--- src/rtl/galaxian_audio_pkg.sv ---
// Shared types and widths for the Galaxian audio post-processing path.
// Also holds the DAC-word to signed-PCM encoding used by the output stage.
package galaxian_audio_pkg;

  localparam int MIX_W = 11;
  localparam int PCM_W = 16;
  localparam int CH_W  = 8;

  typedef enum logic [1:0] {
    MUTED,
    RAMP_UP,
    RUN,
    RAMP_DOWN
  } gain_state_t;

  // Offset-binary to two's complement, with the top DAC bits repeated into the LSBs
  function automatic logic [PCM_W-1:0] dac_to_pcm(input logic [MIX_W-1:0] dac);
    return {~dac[MIX_W-1], dac[MIX_W-2:0], dac[MIX_W-2:MIX_W-6]};
  endfunction

endpackage

--- src/rtl/audio_lpf1.sv ---
// One-pole low-pass filter: y += (x - y) * 2^-SHIFT, with SHIFT fractional
// accumulator bits so small steps are not lost. SHIFT=0 passes the input straight through.
module audio_lpf1 #(
  parameter int WIDTH = 11,
  parameter int SHIFT = 3
) (
  input  logic             clk,
  input  logic             reset,
  input  logic [WIDTH-1:0] in_data,
  input  logic             in_valid,
  output logic [WIDTH-1:0] out_data,
  output logic             out_valid
);

  localparam int ACC_W = WIDTH + SHIFT;

  logic        [ACC_W-1:0] y_q;
  logic        [ACC_W-1:0] target;
  logic signed [ACC_W:0]   diff;
  logic signed [ACC_W:0]   step;

  // One extra sign bit keeps the difference exact in both directions
  always_comb begin
    target = ACC_W'(in_data) << SHIFT;
    diff   = $signed({1'b0, target}) - $signed({1'b0, y_q});
    step   = diff >>> SHIFT;
  end

  always_ff @(posedge clk) begin
    if (reset) begin
      y_q       <= '0;
      out_valid <= 1'b0;
    end else begin
      out_valid <= in_valid;
      if (in_valid) begin
        y_q <= ACC_W'($signed({1'b0, y_q}) + step);
      end
    end
  end

  assign out_data = y_q[ACC_W-1 -: WIDTH];

endmodule

--- src/rtl/galaxian_audio_mix.sv ---
// Galaxian A/B/C mixer: 1:4:2 weighted sum, optional low-pass, click-free gain
// ramp, then registered DAC and PCM outputs three cycles after each sample strobe.
module galaxian_audio_mix
  import galaxian_audio_pkg::*;
#(
  parameter int FILT_SHIFT = 3,
  parameter int RAMP_BITS  = 8
) (
  input  logic             clk_sys,
  input  logic             reset,
  input  logic             ce_sample,
  input  logic [CH_W-1:0]  audio_a,
  input  logic [CH_W-1:0]  audio_b,
  input  logic [CH_W-1:0]  audio_c,
  input  logic             mute,
  output logic [MIX_W-1:0] dac_o,
  output logic [PCM_W-1:0] pcm_o,
  output logic             pcm_valid
);

  localparam int G_W    = RAMP_BITS + 1;
  localparam int PROD_W = MIX_W + G_W;
  localparam logic [G_W-1:0] G_ONE  = G_W'(1);
  localparam logic [G_W-1:0] G_ZERO = '0;
  localparam logic [G_W-1:0] G_MAX  = G_ONE << RAMP_BITS;

  logic [MIX_W-1:0]  mix_q;
  logic              mix_valid;
  logic [MIX_W-1:0]  filt_y;
  logic              filt_valid;
  gain_state_t       state;
  gain_state_t       state_next;
  logic [G_W-1:0]    g;
  logic [G_W-1:0]    g_next;
  logic [PROD_W-1:0] product;
  logic [MIX_W-1:0]  dac_next;

  always_ff @(posedge clk_sys) begin
    if (reset) begin
      mix_q     <= '0;
      mix_valid <= 1'b0;
    end else begin
      mix_valid <= ce_sample;
      if (ce_sample) begin
        mix_q <= MIX_W'(audio_a) + (MIX_W'(audio_c) << 1) + (MIX_W'(audio_b) << 2);
      end
    end
  end

  audio_lpf1 #(
    .WIDTH (MIX_W),
    .SHIFT (FILT_SHIFT)
  ) u_lpf (
    .clk       (clk_sys),
    .reset     (reset),
    .in_data   (mix_q),
    .in_valid  (mix_valid),
    .out_data  (filt_y),
    .out_valid (filt_valid)
  );

  // Gain state and g only move when a sample reaches the gain stage
  always_ff @(posedge clk_sys) begin
    if (reset) begin
      state <= MUTED;
      g     <= '0;
    end else if (filt_valid) begin
      state <= state_next;
      g     <= g_next;
    end
  end

  always_comb begin
    state_next = state;
    g_next     = g;
    unique case (state)
      MUTED: begin
        g_next = G_ZERO;
        if (!mute) begin
          g_next     = G_ONE;
          state_next = (g_next == G_MAX) ? RUN : RAMP_UP;
        end
      end
      RAMP_UP: begin
        if (mute) begin
          state_next = RAMP_DOWN;
        end else begin
          if (g < G_MAX) begin
            g_next = g + G_ONE;
          end
          if (g_next == G_MAX) begin
            state_next = RUN;
          end
        end
      end
      RUN: begin
        g_next = G_MAX;
        if (mute) begin
          g_next     = G_MAX - G_ONE;
          state_next = (g_next == G_ZERO) ? MUTED : RAMP_DOWN;
        end
      end
      RAMP_DOWN: begin
        if (!mute) begin
          state_next = RAMP_UP;
        end else begin
          if (g != G_ZERO) begin
            g_next = g - G_ONE;
          end
          if (g_next == G_ZERO) begin
            state_next = MUTED;
          end
        end
      end
      default: begin
        state_next = MUTED;
        g_next     = G_ZERO;
      end
    endcase
  end

  // The product uses g as it stood before this sample's update
  always_comb begin
    product  = PROD_W'(filt_y) * PROD_W'(g);
    dac_next = MIX_W'(product >> RAMP_BITS);
  end

  always_ff @(posedge clk_sys) begin
    if (reset) begin
      dac_o     <= '0;
      pcm_o     <= dac_to_pcm('0);
      pcm_valid <= 1'b0;
    end else begin
      pcm_valid <= filt_valid;
      if (filt_valid) begin
        dac_o <= dac_next;
        pcm_o <= dac_to_pcm(dac_next);
      end
    end
  end

endmodule

--- config.mk ---
export PLATFORM = sky130hd
export DESIGN_NAME = galaxian_audio_mix
export DESIGN_NICKNAME = d
export VERILOG_FILES = /design/src/rtl/galaxian_audio_pkg.sv /design/src/rtl/audio_lpf1.sv /design/src/rtl/galaxian_audio_mix.sv
export SDC_FILE = /design/constraint.sdc
export NUM_CORES = 1
export LEC_CHECK = 0
export CAP_MARGIN = 20
export CORE_MARGIN = 2
export CORE_UTILIZATION = 50
export CTS_BUF_LIST = sky130_fd_sc_hd__clkbuf_4 sky130_fd_sc_hd__clkbuf_8
export DETAILED_ROUTE_END_ITERATION = 7
export MAX_ROUTING_LAYER = met4
export PLACE_DENSITY = 0.72
export SLEW_MARGIN = 20
export SYNTH_ARGS = -nofsm -noshare
export SYNTH_HDL_FRONTEND = slang
export SYNTH_SLANG_ARGS = --single-unit
--- constraint.sdc ---
create_clock -name clk_sys -period 5.02 [get_ports clk_sys]
set_input_delay 1.004 -clock clk_sys [delete_from_list [all_inputs] [get_ports clk_sys]]
set_output_delay 1.004 -clock clk_sys [all_outputs]
set_load 0.01 [all_outputs]
* Word-level counts from Yosys, hierarchy flattened
Cells that the tools add are included.
** Storage, ports and cells
- Word-level logic and storage cells :: 51
- Bits in registers :: 66
- Output and inout bits :: 28
- Input port bits :: 28
** Operators by class
- Equal/unequal tests :: 10
- Bitwise gates (word level) :: 1
- Muxes and demuxes :: 18
- Add/subtract/negate cells :: 6
- $mul :: 1
- $lt $le $gt $ge :: 1
- Reductions and logical operators :: 5
** Operator list (count)
- 9-bit two-way mux :: 9
- 9-bit one-hot mux with 4 select lines :: 1
- 11-bit by 9-bit multiplier with 19-bit output :: 1
- 14-bit by 14-bit subtractor with 15-bit output :: 1
- 14-bit by 12-bit adder with 14-bit output :: 1
- 2-bit two-way mux :: 6
- 10-bit by 10-bit adder with 11-bit output :: 1
- 8-bit by 9-bit adder with 10-bit output :: 1
- 9-bit by 1-bit adder with 9-bit output, second input constant :: 1
- 9-bit equality test, second input constant :: 1
- 9-bit zero test :: 1
- 9-bit less-than comparator, second input constant :: 1
- 9-bit nonzero test :: 1
- 9-bit by 1-bit subtractor with 9-bit output, second input constant :: 1
- 2-bit != test, second input constant :: 4
- 2-bit one-hot mux with 4 select lines :: 1
- 3-bit != test, second input constant :: 2
- 5-bit AND reduction :: 1
- 2-bit equality test, second input constant :: 2
- 3-bit AND reduction :: 1
- 2-bit by 1-bit equality test with 1-bit output, second input constant :: 1
- 2-bit zero test :: 1
- 1-bit two-way mux :: 1
- 1-bit inverter :: 1

* Longest topological paths before layout
Gate-level depths: netlist of run 1.
- Depth in word-level cells :: 8
- Depth in mapped cells :: 21
- Mapped depth without buffers :: 19

* Modules after synthesis
A second synthesis of run 1 with hierarchy kept.
** Unflattened totals
- Cell total of the unflattened synthesis :: 837
- Area, all modules :: 7130.6 sq um
** Modules (own cells, without submodules)
- galaxian_audio_mix :: times used 1, cells each 641, area each 5470.2 sq um
- audio_lpf1 :: times used 1, cells each 196, area each 1660.3 sq um

* Worst setup path after synthesis of run 1
No wires, ideal clock.
- Kind :: reg-to-reg
- Start point :: register g[8]
- End point :: register dac_o[10]
- Period minus slack after synthesis :: 5.372 ns
- Slack :: -0.352 ns
- Required time :: 4.903 ns
- Cell stages (with the launch flop) :: 20
- Library setup time :: 0.117 ns
- Arrival time :: 5.256 ns
- Cell sequence :: dfxtp_1 > clkbuf_1 > clkbuf_1 > clkbuf_1 > and2_1 > fa_1 > fa_1 > fa_1 > inv_1 > fa_1 > inv_1 > ha_1 > a21o_1 > a21o_1 > a21oi_1 > o31ai_1 > a2111o_1 > a21oi_1 > xnor2_1 > a22o_1
** Between the ends
- Word-level cells in the longest chain between the ends :: 1
** Ends and longest elaborated chain
- start, declared :: line galaxian_audio_mix.sv:33 : logic [G_W-1:0] g;
- start signal, assigned :: line galaxian_audio_mix.sv:69 : g <= g_next;
- 11-bit by 9-bit multiplier with 19-bit output :: line galaxian_audio_mix.sv:124 : product = PROD_W'(filt_y) * PROD_W'(g);
- end signal, assigned :: line galaxian_audio_mix.sv:136 : dac_o <= dac_next;
- end, declared :: line galaxian_audio_mix.sv:16 : output logic [MIX_W-1:0] dac_o,
Every way passes these cells.
A chain may end at the register's enable or synchronous reset.

* Final worst setup path of run 1
- Start point :: register u_lpf.y_q[8]
- End point :: register dac_o[10]
** Between the ends
- Word-level cells in the longest chain between the ends :: 1
** Ends and longest elaborated chain
- start, declared :: line audio_lpf1.sv:17 : logic [ACC_W-1:0] y_q;
- start signal, assigned :: line audio_lpf1.sv:36 : y_q <= ACC_W'($signed({1'b0, y_q}) + step);
- 11-bit by 9-bit multiplier with 19-bit output :: line galaxian_audio_mix.sv:124
Every way passes these cells.

==> results of run 1 <==
==> power by group through the flow <==
| stage | Clock (mW) | Combinational, mW | Sequential, mW |
|---|---|---|---|
| 2_1_floorplan | 0 | 1.21 | 0.508 |
| 3_5_place_dp | 0 | 1.45 | 0.571 |
| 5_1_grt | 0.297 | 1.67 | 0.579 |
| 6_report | 0.275 | 1.48 | 0.565 |
| 3_3_place_gp | 0 | 1.44 | 0.567 |
| 4_1_cts | 0.280 | 1.46 | 0.561 |
==> cell type report <==
cell class	count	area, sq um	area share (%)
Clock buffer	8	104	1.35
Inverter	102	383	4.99
Multi-Input combinational cell	614	5230	68.0
Sequential cell	51	1040	13.5
Tap cell	176	220	2.87
Timing Repair Buffer	77	711	9.26
==> cells by family (layout without fill, tap and decap cells) <==
logic type / after synthesis / count (layout) / share of synthesized area [%]
xor+xnor: 42 / 42 / 5.35
compound gates: 134 / 134 / 13.2
simple gates: 267 / 267 / 18.9
fa+ha+maj: 145 / 145 / 34.0
buf+inv: 161 / 187 / 9.79
mux: 26 / 26 / 3.82
flops: 51 / 51 / 14.8
==> sequential cells by signal (all words and copies together) (netlist names) <==
signal and flops:
u_lpf.y_q 14, dac_o 11, mix_q 11, g 9, state 2, mix_valid 1, pcm_o 1, pcm_valid 1
u_lpf.out_valid 1
==> placed cells by master, fill, tap and decap left out, types with 3 or more instances in the layout <==
master           synthesis  layout
nand3_1                  9       9
nand2b_1                14      14
mux2i_1                 24      24
nand2_1                 71      71
o31ai_1                  5       3
or2_2                    5       5
a22oi_1                  8       8
nand3b_1                 3       3
nor3_1                  15      15
inv_1                  100     100
nand4_1                  3       3
a21o_1                  14      14
dfxtp_2                  0      12
clkbuf_8                 0       7
dfxtp_1                 51      39
xor2_1                  13      13
buf_4                   15      22
nor2_1                  79      78
o31a_1                   3       3
or3_1                    4       4
o22ai_1                  4       4
o21a_1                   4       4
ha_1                    75      74
a21oi_1                 38      37
and2_1                  45      45
and3_1                   5       5
clkdlybuf4s50_1          0      54
xnor2_1                 29      29
o21bai_1                 3       3
o21ai_0                 20      20
a31oi_1                  4       3
a211oi_1                 9       9
fa_1                    70      70
==> routing by layer <==
layer  track usage (%)  vias to the layer above  part of all wire, %
met5                 -                        -                    0
met4              4.74                        0                  1.5
met3              2.73                       15                  3.3
met2              34.9                       83                   47
met1              29.7                     2597                   48
li1                  -                     2755                    -
==> worst min-delay path by stage <==
| stage | to | slack (ps) | cells after the start |
|---|---|---|---|
| final | dac_o[0]$_SDFFE_PP0P_ | 500 | 2 |
| after global routing | dac_o[10]$_SDFFE_PP0P_ | 530 | 1 |
| after CTS | dac_o[10]$_SDFFE_PP0P_ | 500 | 1 |
| after detailed placement | dac_o[10]$_SDFFE_PP0P_ | 480 | 1 |
| after global placement | dac_o[10]$_SDFFE_PP0P_ | 470 | 1 |
| after floorplan | mix_q[3]$_SDFFE_PP0P_ | 460 | 2 |
==> tightest hold or removal path, stage by stage (launching register included) <==
cell and delay, ps:
dfxtp_1 330, nand2b_1 70, a21oi_1 60
==> results.md, run 1 <==
- Placed wire-length estimate: 11400 um
- Chip width: 121 um
- Predominant post-synthesis flop cell: dfxtp_1
- Bufs and invs on worst path: 3
- Final Hold Vio Count: 0
- Post-synthesis sequential area ratio: 14.8%
- Routed via count: 5450
- Clock Tree Buf Depth: 2
- Slowest cell on crit path: fa_1
- Worst skew pair latency: 310 ps
- Post-route cell area: 7680 sq um
- Critical Path Sink Type: flip-flop
- P_int: 1.29 mW
- Setup Fix Bufs, Post-CTS: 0
- WL final: 14300 um
- Comb pwr share: 63.7%
- DR WL/cell: 13.9 um
- Fill count: 1240
- Max FO, Critical Path: 7
- Avg Cell Area, Syn: 8.33 sq um
- # setup viols final: 0
- Die height: 121 um
- # rows: 42
- Final core occ: 57.5%
- Top Family by Delay on Critical Path: adder cells
- Critical Path AT: 4940 ps
- Via density: 5.30
- Sequential share of power: 24.4%
- Dpl cell area: 7540 sq um
- HP Class: flip-flop to flip-flop
- Async set-reset flop share out of synthesis: 0%
- R2R cell count: 16
- Yosys warning total: 0
- All-Layer GR Usage: 21.7%
- Minimum clock period: 4730 ps
- Final WS setup: 289 ps
- I/O pin cnt: 56
- Crit-path max cell delay: 550 ps
- Global-route wire length before repair: 25400 um
- Final Power: 2.31 mW
- Dpl ws: 125 ps
- Final nets: 1024
- Mapped Nets: 999
- Sw Pwr: 1.02 mW
- DRC Markers: 0
- Top cells by area, synth: fa_1 20%, dfxtp_1 15%, ha_1 14%
- Worst reg2reg endpoint: dac_o[10]$_SDFFE_PP0P_
- Yosys reg bits: 51
- Crit path depth: 16
- Fin cells: 1028
- Fmax: 0.211 GHz
- PD cells: 301 nW/um^2
- Port buffer count: 55
- Critical path's most frequent cell: fa_1
- Largest net degree at the start of global routing: 53
- DP Cell Count: 1020
- Die area: 14700 sq um
- RSZ-0062 raised after global routing: no
- Slew Limit Fails: 0
- Yosys top cell area share: 20.4%
- Worst hold slack: 499 ps
- Critical Path RT: 5230 ps
- End point of the critical path: dac_o[10]$_SDFFE_PP0P_
- Post-synth EDFFs: 0
- Synth Instances: 826
- Share of cells above drive strength 1: 7.51%
- Cell with the most instances after synthesis: inv_1
- Root buf cell: clkbuf_8
- Cell breakdown of the critical path: buf_4 -> and2_1 -> fa_1 -> fa_1 -> fa_1 -> inv_1 -> fa_1 -> inv_1 -> ha_1 -> a21o_1 -> a21oi_1 -> o31ai_2 -> a2111o_1 -> a21oi_2 -> xnor2_1 -> a22o_1
- Post-CTS resize count: 0
- Vias in the first global route: 5373
- Mapped Area: 6880 sq um
- Clock network power share: 11.9%
- CP startpoint: u_lpf.y_q[8]$_SDFFE_PP0P_
- Area growth syn-to-layout: 11.7%
- H-tree level count: 2
- Remaining Overflow, GRT: 0
- Initial antenna violation count: 0
- CTS tree: built
- Status: finished clean
- Core Region: 13300 sq um
- Slew of the pin with the lowest slew margin: 982 ps
- Maximum vdd drop: 0.000286 V
- ANT cells: 0
- Starting density of the core: 51.5%
- Routability cong.: 0.894
- Yosys cell types: 62
- Clock skew: 7.03 ps
- # hold bufs at CTS: 0
- Setup_tns: 0 ps
- Post-route ant nets: 0
- Most frequent cells after synthesis: 100 x inv_1, 79 x nor2_1, 75 x ha_1
- CP startpoint kind: flip-flop
- Sw Ratio: 44.2%
- Min-delay src: dac_o[0]$_SDFFE_PP0P_
- Reg clk slew, reported paths: 100 ps
- R2R setup slack: 290 ps
- Final cycle utilization of the critical path: 94.2%
- FF-to-FF Start: u_lpf.y_q[8]$_SDFFE_PP0P_
- Slew HR: 34.5%
- Max Cap Violations: 0
- Sink Count: 51
- Setup CP Type: flip-flop to flip-flop
- Initial DRC Count: 315
- CTS buffer count: 5
- Yosys top cell by area: fa_1
- P_leak: 3.56 nW
- Drt pass-1 iters: 5
(Power assumes the default switching activity.)
==> run 2: changes to the inputs <==
- ABC_AREA: default -> 1
==> run 2 against run 1 <==
  * First-iteration DRC count is 56% higher
  * Sequential share of layout area is 0.77 points lower
  * Largest cell class unchanged
  * Global-route usage is 2.3 points higher
  * Critical path type unchanged
  * Clock power is 3% higher
==> results.md, run 2 <==
- Final Hold Vio Count: 0 (unchanged)
- DP Cell Count: 1272 (+25%)
- Clock skew: 17.2 ps (+10.2 ps)
- Final cycle utilization of the critical path: 88.2% (-6.1 points)
- PD cells: 195 nW/um^2 (-35%)
- CP startpoint: u_lpf.y_q[9]$_SDFFE_PP0P_
- Crit-path max cell delay: 670 ps (+120 ps)
- Predominant post-synthesis flop cell: dfxtp_1
- Maximum vdd drop: 0.000171 V (-40%)
- Met2 Resource Use GR: 39.7% (+4.8 points)
- Die area: 15700 sq um (+7.0%)
- Dpl cell area: 7930 sq um (+5.2%)
- Share of cells above drive strength 1: 3.74% (-3.8 points)
- Final Power: 1.56 mW (-33%)
- Slew HR: 45.8% (+11 points)
- CTS tree: built
- I/O pin cnt: 56 (unchanged)
- Slowest cell on crit path: dfxtp_1
- Most frequent cells in the layout: 255 x nand2_1, 227 x inv_1, 79 x nor2_1
- DRC Markers: 0 (unchanged)
- Most common cell after layout, fill and taps aside: nand2_1
- Final nets: 1268 (+24%)
- Core Region: 14500 sq um (+8.5%)
- Post-route cell area: 8030 sq um (+4.5%)
- Routed via count: 6543 (+20%)
- Max reg flops: 14 (unchanged)
- Sink Count: 51 (unchanged)
- # hold bufs at CTS: 0 (unchanged)
- Routability cong.: 0.961 (+7.5%)
- DR WL/cell: 14.0 um (+0.69%)
- Avg Cell Area, Syn: 6.86 sq um (-18%)
- CP startpoint kind: flip-flop
- Cell breakdown of the critical path: nand2_1 -> fa_1 -> inv_1 -> fa_1 -> inv_1 -> fa_1 -> inv_1 -> fa_1 -> ha_1 -> a21oi_1 -> o21ai_0 -> inv_1 -> nand2_2 -> nand2_1 -> nand2_1 -> nand2_1 -> nand3_2 -> nor2b_4
- Yosys top cell area share: 19.0% (-1.4 points)
- # setup viols final: 0 (unchanged)
- Top cells by area, synth: fa_1 19%, dfxtp_1 14%, nand2_1 13%
- Post-synth EDFFs: 0 (unchanged)
- Final core occ: 55.4% (-2.1 points)
- Yosys cell types: 41 (-34%)
- Post-CTS resize count: 0 (unchanged)
- Yosys warning total: 0 (unchanged)
- Clock Tree Buf Depth: 2 (unchanged)
- Max Cap Violations: 0 (unchanged)
- Slew Limit Fails: 0 (unchanged)
- Grt met3 use: 3.00% (+0.27 points)
- Fin cells: 1280 (+25%)
- Remaining Overflow, GRT: 0 (unchanged)
- All-Layer GR Usage: 24.0% (+2.3 points)
- Largest registers: u_lpf.y_q x14, dac_o x11, mix_q x11
- Fmax: 0.226 GHz (+6.9%)
- Setup_tns: 0 ps (unchanged)
- Setup Fix Bufs, Post-CTS: 0 (unchanged)
- Async set-reset flop share out of synthesis: 0% (unchanged)
- Slew of the pin with the lowest slew margin: 811 ps (-171 ps)
- CTS buffer count: 5 (unchanged)
- FF-to-FF Start: u_lpf.y_q[9]$_SDFFE_PP0P_
- Critical Path AT: 4670 ps (-270 ps)
- Via density: 5.11 (-3.6%)
- Cell with the most instances after synthesis: nand2_1
- Bufs and invs on worst path: 4 (+1)
- Most frequent cells after synthesis: 255 x nand2_1, 227 x inv_1, 79 x nor2_1
- Global-route wire length before repair: 29700 um (+17%)
- Vias in the first global route: 6170 (+15%)
- Final WS setup: 594 ps (+305 ps)
- Min-delay src: mix_q[2]$_SDFFE_PP0P_
- Chip width: 125 um (+3.5%)
- Setup CP Type: flip-flop to flip-flop
- HP Class: flip-flop to flip-flop
- Most flop-heavy register: u_lpf.y_q
- Post-route ant nets: 0 (unchanged)
- Top Family by Delay on Critical Path: adder cells
- WL final: 17900 um (+25%)
- Area growth syn-to-layout: 8.79%
- Status: finished clean
- Initial antenna violation count: 0 (unchanged)
- Placed wire-length estimate: 14500 um (+27%)
- Port buffer count: 55 (unchanged)
- Top Usage Layer GRT: met2
- Root buf cell: clkbuf_8
- Mapped Area: 7380 sq um (+7.3%)
- Yosys top cell by area: fa_1
- H-tree level count: 2 (unchanged)
- # rows: 44 (+4.8%)
- Worst skew pair latency: 350 ps (+40 ps)
- RSZ-0062 raised after global routing: no
- Largest net degree at the start of global routing: 34 (-36%)
- Reg clk slew, reported paths: 120 ps (+20 ps)
- Die height: 125 um (+3.5%)
- Worst hold slack: 519 ps (+20.8 ps)
- Critical Path RT: 5270 ps (+40 ps)
- Initial DRC Count: 491 (+56%)
- ANT cells: 0 (unchanged)
- Dpl ws: 603 ps (+478 ps)
- Post-synthesis sequential area ratio: 13.8% (-1.0 points)
- Drt pass-1 iters: 7 (+2)
- Starting density of the core: 51.0% (-0.57 points)
- Global-route met1 utilization: 31.6% (+1.9 points)
- Critical Path Sink Type: flip-flop
- Synth Instances: 1076 (+30%)
- P_leak: 4.42 nW (+24%)
- Mapped Nets: 1249 (+25%)
- Yosys reg bits: 51 (unchanged)
- Max FO, Critical Path: 11 (+4)
- Minimum clock period: 4430 ps (-305 ps)
run 2: cell types whose count changed after synthesis, sizes merged, moves of 24 or more:
cell,change
nand3,+36
o21ai,+36
a21oi,+29
and2,-43
nand2,+186
inv,+130
mux2i,-24
run 2: cells by family (layout without fill, tap and decap cells):
| family | after synthesis | after routing | share of synthesized area, % |
|---|---|---|---|
| and+or+nand+nor | 411 | 411 | 23.1 |
| DFF | 51 | 51 | 13.8 |
| xor gates and xnor gates | 33 | 33 | 3.92 |
| AOI/OAI and AO/OA | 150 | 150 | 11.3 |
| buffers and inverters | 286 | 306 | 16.1 |
| adders and majority gates | 145 | 145 | 31.7 |
run 2: power breakdown:
part	internal, mW	switching, mW	leakage, nW
sequential	0.438	0.0635	0.419
combinational	0.323	0.453	3.96
clock	0.104	0.180	0.0467
total	0.865	0.697	4.42
run 2: cell type report:
type	count	area, sq um
clock buffer	5	68.8
timing repair buffer	67	641
tap	184	230
inverter	231	872
sequential	51	1020
clock inverter	3	27.5
multi-input combinational	739	5160
fill	1424	6450
run 2: worst register-to-register path, cell delays in order, from the launching register on:
cell     delay, ps
dfxtp_1        670
nand2_1        160
fa_1           540
inv_1           60
fa_1           500
inv_1           60
fa_1           480
inv_1           60
fa_1           470
ha_1           350
a21oi_1        270
o21ai_0        150
inv_1           80
nand2_2         70
nand2_1         80
nand2_1         50
nand2_1         70
nand3_2         70
nor2b_4        160
run 2: final timing paths:
path	endpoint	slack, ps	cells after the start
setup / recovery	dac_o[10]$_SDFFE_PP0P_	590	18
hold / removal	mix_q[2]$_SDFFE_PP0P_	520	2
setup reg to reg	dac_o[10]$_SDFFE_PP0P_	590	18
hold reg to reg	mix_q[2]$_SDFFE_PP0P_	520	2
run 2: layer usage:
layer | routed length, um | up-vias | share of wire (%)
li1 | - | 3316 | -
met4 | 353 | 0 | 2.0
met3 | 818 | 16 | 4.6
met1 | 8120 | 3058 | 45
met2 | 8610 | 153 | 48
met5 | 0 | - | 0
